===== config.mk =====
export PLATFORM = sky130hd
export DESIGN_NAME = otter_mem_port2_arbiter
export DESIGN_NICKNAME = d
export VERILOG_FILES = /design/src/rtl/otter_mem_port2_arbiter.sv
export SDC_FILE = /design/constraint.sdc
export NUM_CORES = 1
export LEC_CHECK = 0
export CORE_MARGIN = 4
export CORE_UTILIZATION = 36
export DETAILED_ROUTE_END_ITERATION = 16
export GPL_TIMING_DRIVEN = 0
export PLACE_DENSITY = 0.78
export SYNTH_ARGS = -nofsm -noshare
export SYNTH_HDL_FRONTEND = slang
export SYNTH_SLANG_ARGS = --single-unit

===== constraint.sdc =====
create_clock -name MEM_CLK -period 1.8 [get_ports MEM_CLK]
set_clock_uncertainty 0.1 [all_clocks]
set_input_delay 0.27 -clock MEM_CLK [delete_from_list [all_inputs] [get_ports MEM_CLK]]
set_output_delay 0.27 -clock MEM_CLK [all_outputs]
set_load 0.005 [all_outputs]

===== src/rtl/otter_mem_port2_arbiter.sv =====
// Port-2 arbiter for the OTTER dual-port memory: CPU load/store unit vs. debug/program loader.
// Optional misalignment check enabled by defining OTTER_ARB_ALIGN_CHK_EN.
module otter_mem_port2_arbiter #(
    parameter int unsigned STARVE_LIMIT = 4,
    parameter int unsigned CNT_W        = 3
) (
    input  logic        MEM_CLK,
    input  logic        MEM_RST_N,

    input  logic        CPU_REQ,
    input  logic        CPU_WE,
    input  logic [31:0] CPU_ADDR,
    input  logic [31:0] CPU_DIN,
    input  logic [1:0]  CPU_SIZE,
    input  logic        CPU_SIGN,
    output logic        CPU_GNT,
    output logic        CPU_RVALID,
    output logic [31:0] CPU_DOUT,

    input  logic        DBG_REQ,
    input  logic        DBG_WE,
    input  logic [31:0] DBG_ADDR,
    input  logic [31:0] DBG_DIN,
    input  logic [1:0]  DBG_SIZE,
    input  logic        DBG_SIGN,
    output logic        DBG_GNT,
    output logic        DBG_RVALID,
    output logic [31:0] DBG_DOUT,

    output logic [31:0] MEM_ADDR2,
    output logic [31:0] MEM_DIN2,
    output logic        MEM_WRITE2,
    output logic        MEM_READ2,
    output logic [1:0]  MEM_SIZE,
    output logic        MEM_SIGN,
    input  logic [31:0] MEM_DOUT2,

    output logic        ERR
);

    localparam logic [CNT_W-1:0] Limit = CNT_W'(STARVE_LIMIT);

    typedef enum logic [1:0] {StIdle, StAccess, StResp} state_e;

    state_e            state_q, state_d;
    logic [31:0]       addr_q, addr_d;
    logic [31:0]       din_q, din_d;
    logic              we_q, we_d;
    logic [1:0]        size_q, size_d;
    logic              sign_q, sign_d;
    logic              owner_q, owner_d;  // 1 = debug loader owns the active request
    logic [CNT_W-1:0]  cnt_q, cnt_d;
    logic              cpu_rvalid_q, cpu_rvalid_d;
    logic              dbg_rvalid_q, dbg_rvalid_d;
    logic [31:0]       cpu_dout_q, cpu_dout_d;
    logic [31:0]       dbg_dout_q, dbg_dout_d;

    logic              dbg_win;
    logic              misaligned;
    logic [31:0]       rd_data;

`ifdef OTTER_ARB_ALIGN_CHK_EN
    assign misaligned = ((size_q == 2'd1) && addr_q[0]) ||
                        ((size_q == 2'd2) && (addr_q[1:0] != 2'b00));
`else
    assign misaligned = 1'b0;
`endif

    assign dbg_win = DBG_REQ && (!CPU_REQ || (cnt_q == Limit));
    assign rd_data = misaligned ? 32'h0 : MEM_DOUT2;

    always_comb begin
        state_d      = state_q;
        addr_d       = addr_q;
        din_d        = din_q;
        we_d         = we_q;
        size_d       = size_q;
        sign_d       = sign_q;
        owner_d      = owner_q;
        cnt_d        = cnt_q;
        cpu_rvalid_d = 1'b0;
        dbg_rvalid_d = 1'b0;
        cpu_dout_d   = cpu_dout_q;
        dbg_dout_d   = dbg_dout_q;

        if (!DBG_REQ) begin
            cnt_d = '0;
        end

        unique case (state_q)
            StIdle: begin
                if (CPU_REQ || DBG_REQ) begin
                    state_d = StAccess;
                    owner_d = dbg_win;
                    if (dbg_win) begin
                        addr_d = DBG_ADDR;
                        din_d  = DBG_DIN;
                        we_d   = DBG_WE;
                        size_d = DBG_SIZE;
                        sign_d = DBG_SIGN;
                        cnt_d  = '0;
                    end else begin
                        addr_d = CPU_ADDR;
                        din_d  = CPU_DIN;
                        we_d   = CPU_WE;
                        size_d = CPU_SIZE;
                        sign_d = CPU_SIGN;
                        if (DBG_REQ && (cnt_q != Limit)) begin
                            cnt_d = cnt_q + 1'b1;
                        end
                    end
                end
            end
            StAccess: begin
                state_d = we_q ? StIdle : StResp;
            end
            StResp: begin
                // Memory read data is registered, so it is valid during this cycle.
                state_d = StIdle;
                if (owner_q) begin
                    dbg_dout_d   = rd_data;
                    dbg_rvalid_d = 1'b1;
                end else begin
                    cpu_dout_d   = rd_data;
                    cpu_rvalid_d = 1'b1;
                end
            end
            default: begin
                state_d = StIdle;
            end
        endcase
    end

    always_ff @(posedge MEM_CLK or negedge MEM_RST_N) begin
        if (!MEM_RST_N) begin
            state_q      <= StIdle;
            addr_q       <= '0;
            din_q        <= '0;
            we_q         <= 1'b0;
            size_q       <= '0;
            sign_q       <= 1'b0;
            owner_q      <= 1'b0;
            cnt_q        <= '0;
            cpu_rvalid_q <= 1'b0;
            dbg_rvalid_q <= 1'b0;
            cpu_dout_q   <= '0;
            dbg_dout_q   <= '0;
        end else begin
            state_q      <= state_d;
            addr_q       <= addr_d;
            din_q        <= din_d;
            we_q         <= we_d;
            size_q       <= size_d;
            sign_q       <= sign_d;
            owner_q      <= owner_d;
            cnt_q        <= cnt_d;
            cpu_rvalid_q <= cpu_rvalid_d;
            dbg_rvalid_q <= dbg_rvalid_d;
            cpu_dout_q   <= cpu_dout_d;
            dbg_dout_q   <= dbg_dout_d;
        end
    end

    always_comb begin
        CPU_GNT    = (state_q == StAccess) && !owner_q;
        DBG_GNT    = (state_q == StAccess) && owner_q;
        CPU_RVALID = cpu_rvalid_q;
        DBG_RVALID = dbg_rvalid_q;
        CPU_DOUT   = cpu_dout_q;
        DBG_DOUT   = dbg_dout_q;
        MEM_ADDR2  = addr_q;
        MEM_DIN2   = din_q;
        MEM_SIZE   = size_q;
        MEM_SIGN   = sign_q;
        MEM_WRITE2 = (state_q == StAccess) && we_q && !misaligned;
        MEM_READ2  = (state_q == StAccess) && !we_q && !misaligned;
        ERR        = (state_q == StAccess) && misaligned;
    end

endmodule


==> flow_metrics.py <==
metrics = {
    "global_routing": {
        "grt_antenna_before_repair": 0,
        "track_usage": 0.215,
        "grt_max_degree": 73,
        "grt_pass1_vias": 5468,
        "grt_overflow_total": 0,
        "grt_pass1_wl_mm": 30.0,
    },
    "timing": {
        "tightest_slew_ps": 663,
        "setup_tns_ps": 0,
        "max_freq_mhz": 560,
        "fin_crit_sh": 0.992,
        "setup_viol": 0,
        "slew_violations": 0,
        "hold_viol_final": 0,
        "setup_ws_ps": 15.1,
        "whs_ps": 332,
        "fin_crit_ps": 1780,
        "maxSlewHeadroom": 0.558,
        "rsz0062_at_grt": "yes",
    },
    "die": {
        "die_height_um": 135,
        "initial_core_util": 0.367,
        "pin_count": 310,
        "dieArea_um2": 18200,
        "die_w_um": 135,
        "rows": 46,
        "core_um2": 15800,
    },
    "synthesis": {
        "ys_types": 26,
        "synth_flop_cell": "dfrtp_1",
        "syn_area_per_cell_um2": 14.1,
        "synth_top_area_cell": "dfrtp_1",
        "syn_area_um2": 5800,
        "yosysSeqAreaShare": 0.604,
        "synthArstFlopShare": 1.00,
        "synth_common_cells": "140 x dfrtp_1, 68 x a221o_1, 68 x o21a_1, 64 x mux2_2, 17 x clkbuf_1",
        "synth_most_common_cell": "dfrtp_1",
        "synth_cells": 412,
        "ys_ff_latch": 140,
        "syn_nets": 586,
        "ys_warn_count": 0,
        "synth_top_area_share": 0.604,
        "synth_edf_count": 0,
        "yosys-top-cells-area": "dfrtp_1 60%, mux2_2 12%, a221o_1 12%",
    },
    "critical_path": {
        "slowest_delay_ps": 460,
        "required_ps": 2050,
        "reg2reg_slack_ps": 20,
        "crit_path_start_kind": "flop",
        "crit_chain": "or2_4, buf_6, nor3b_4, buf_6, buf_12, a221o_1",
        "cpMostUsedCell": "buf_6",
        "worstSetupPathType": "reg2reg",
        "cp.arrival_ps": 2030,
        "crit_family": "simple AND/OR/NAND/NOR gates",
        "rr_endpoint": "MEM_DIN2[9]",
        "crit_buf_inv": 3,
        "worstSetupEndpointType": "flop",
        "worstPathMaxFanout": 10,
        "r2r_start": "state_q[0]",
        "cp_slowest_cell": "dfrtp_2",
        "reg2regPathDepth": 6,
    },
    "route": {
        "vias": 5053,
        "highest_layer": "met4",
        "drt_first_pass_iters": 4,
        "antenna_left": 0,
        "wl_mm": 20.2,
        "drc": 0,
        "route.met2.wl_mm": 10.2,
        "drtIter0Drc": 237,
        "wl_per_cell_um": 20.6,
        "dr_wl_met3_mm": 1.69,
        "drt-met1-wl_mm": 7.79,
        "vias_per_cell": 5.16,
    },
    "power_and_ir_drop": {
        "ir_drop_mv": 0.713,
        "p_total_w": 0.0175,
        "p_leak_nw": 4.20,
        "cellPowerDensity_nw_per_um2": 1730,
    },
    "placement": {
        "globalplace.congestion": 0.816,
        "port_buffers": 308,
        "detailedPlace.worstSlack_ps": -587,
        "dp_hpwl_mm": 15.0,
    },
    "cells_and_area": {
        "drive_gt1_frac": 0.199,
        "n_antenna_cell": 0,
        "final_nets": 924,
        "n_fill_cell": 1200,
        "area_growth_pct": 74.6,
        "fin_util": 0.640,
    },
    "clocking": {
        "clk_latency_ps": 410,
        "cts_tree": "yes",
        "cts_root_buf": "clkbuf_16",
        "htree_levels": 4,
        "clk_pin_slew_worst_paths_ps": 60,
        "cts.path.max_buffers": 2,
        "clock-sinks": 140,
        "cts_buffers": 17,
    },
    "hold_path": {
        "hp-class": "in2async",
    },
    "job": {
        "cap_violations": 0,
    },
    "outcome": {
        "status": "finished, final reports clean",
    },
}
## area by class of cell
cell class / instances / area [um^2] / share of cell area
tap: 216 / 270 / 0.0267
sequential: 140 / 3510 / 0.346
clock inverter: 12 / 161 / 0.0159
clock buffer: 20 / 457 / 0.0451
buffer: 36 / 295 / 0.0291
timing repair buffer: 320 / 3250 / 0.321
multi-input combinational: 230 / 2170 / 0.215
inverter: 5 / 18.8 / 0.00185
## how the worst max path moves through the flow
stage	cells past startpoint	startpoint	endpoint
finish	6	state_q[0]	MEM_DIN2[9]
global placement	1	MEM_RST_N	MEM_ADDR2[26]
global route	6	state_q[0]	MEM_DIN2[7]
detailed placement	5	DBG_REQ	MEM_DIN2[12]
CTS	6	state_q[0]	MEM_DIN2[21]
floorplan	8	cnt_q[0]	MEM_DIN2[14]
## worst register-to-register path, cell delays in order, from the launching register on
cell and delay, ps:
dfrtp_2 460, or2_4 260, buf_6 140, nor3b_4 270, buf_6 170, buf_12 150
a221o_1 170
## stage by stage
step                instances  cell area (um^2)
floorplan                 412              5800
global placement          936              9160
detailed placement        937              9180
CTS                       973              9960
global route              979             10100
finish                    979             10100
## timing repair
action                     in CTS  in global routing
gates cloned                    0                  3
pin swaps                       2                 24
resized for setup              47                 31
setup buffers                   4                  3
hold endpoints to repair       68                  0
setup endpoints to repair      84                 78
hold buffers                    1                  0
## cell usage in the layout (no fill, tap or decap), drive strengths merged
cell,synthesis,routed
conb,1,1
nor3b,2,2
dlygate4sd3,0,1
dlygate4sd2,0,1
mux2,64,64
clkinvlp,0,2
ha,2,2
inv,5,7
clkinv,0,5
nor2,8,8
clkdlybuf4s50,0,303
a21oi,1,1
nand2b,1,1
or2,1,1
clkbuf,17,39
a21boi,4,4
a221o,68,68
o21a,68,68
dfrtp,140,140
nand2,2,2
nor4bb,1,1
nand4b,1,1
nand3,3,3
clkdlybuf4s15,0,2
o21bai,1,1
buf,20,30
bufinv,0,3
nand3b,1,1
and3,1,1
## logic make-up after synthesis
kind of cell | after synthesis | share of synthesized area
AND/OR/NAND/NOR | 21 | 0.0211
buffers and inverters | 42 | 0.0332
AO/OA/AOI/OAI | 142 | 0.213
flip-flops | 140 | 0.604
multiplexers | 64 | 0.124
other | 1 | 0.000646
adder cells (fa/ha/maj) | 2 | 0.00431
## per-layer routing
layer | up-vias | track usage
met2 | 263 | 0.377
met4 | 0 | 0.0862
met1 | 2491 | 0.244
li1 | 2263 | -
met5 | - | 0
met3 | 36 | 0.0689
## report_power, final
group	switching, W	leakage, nW	internal, W
registers	0.000931	1.70	0.00471
logic	0.00294	2.21	0.00526
clock network	0.00138	0.299	0.00227
## registers in the layout, indices dropped and copies added, names as in the netlist
signal      cells
CPU_DOUT       32
DBG_DOUT       32
MEM_ADDR2      32
MEM_DIN2       32
cnt_q           3
MEM_SIZE        2
state_q         2
CPU_RVALID      1
DBG_RVALID      1
MEM_SIGN        1
owner_q         1
we_q            1
Power figures use the tool's default switching activity.
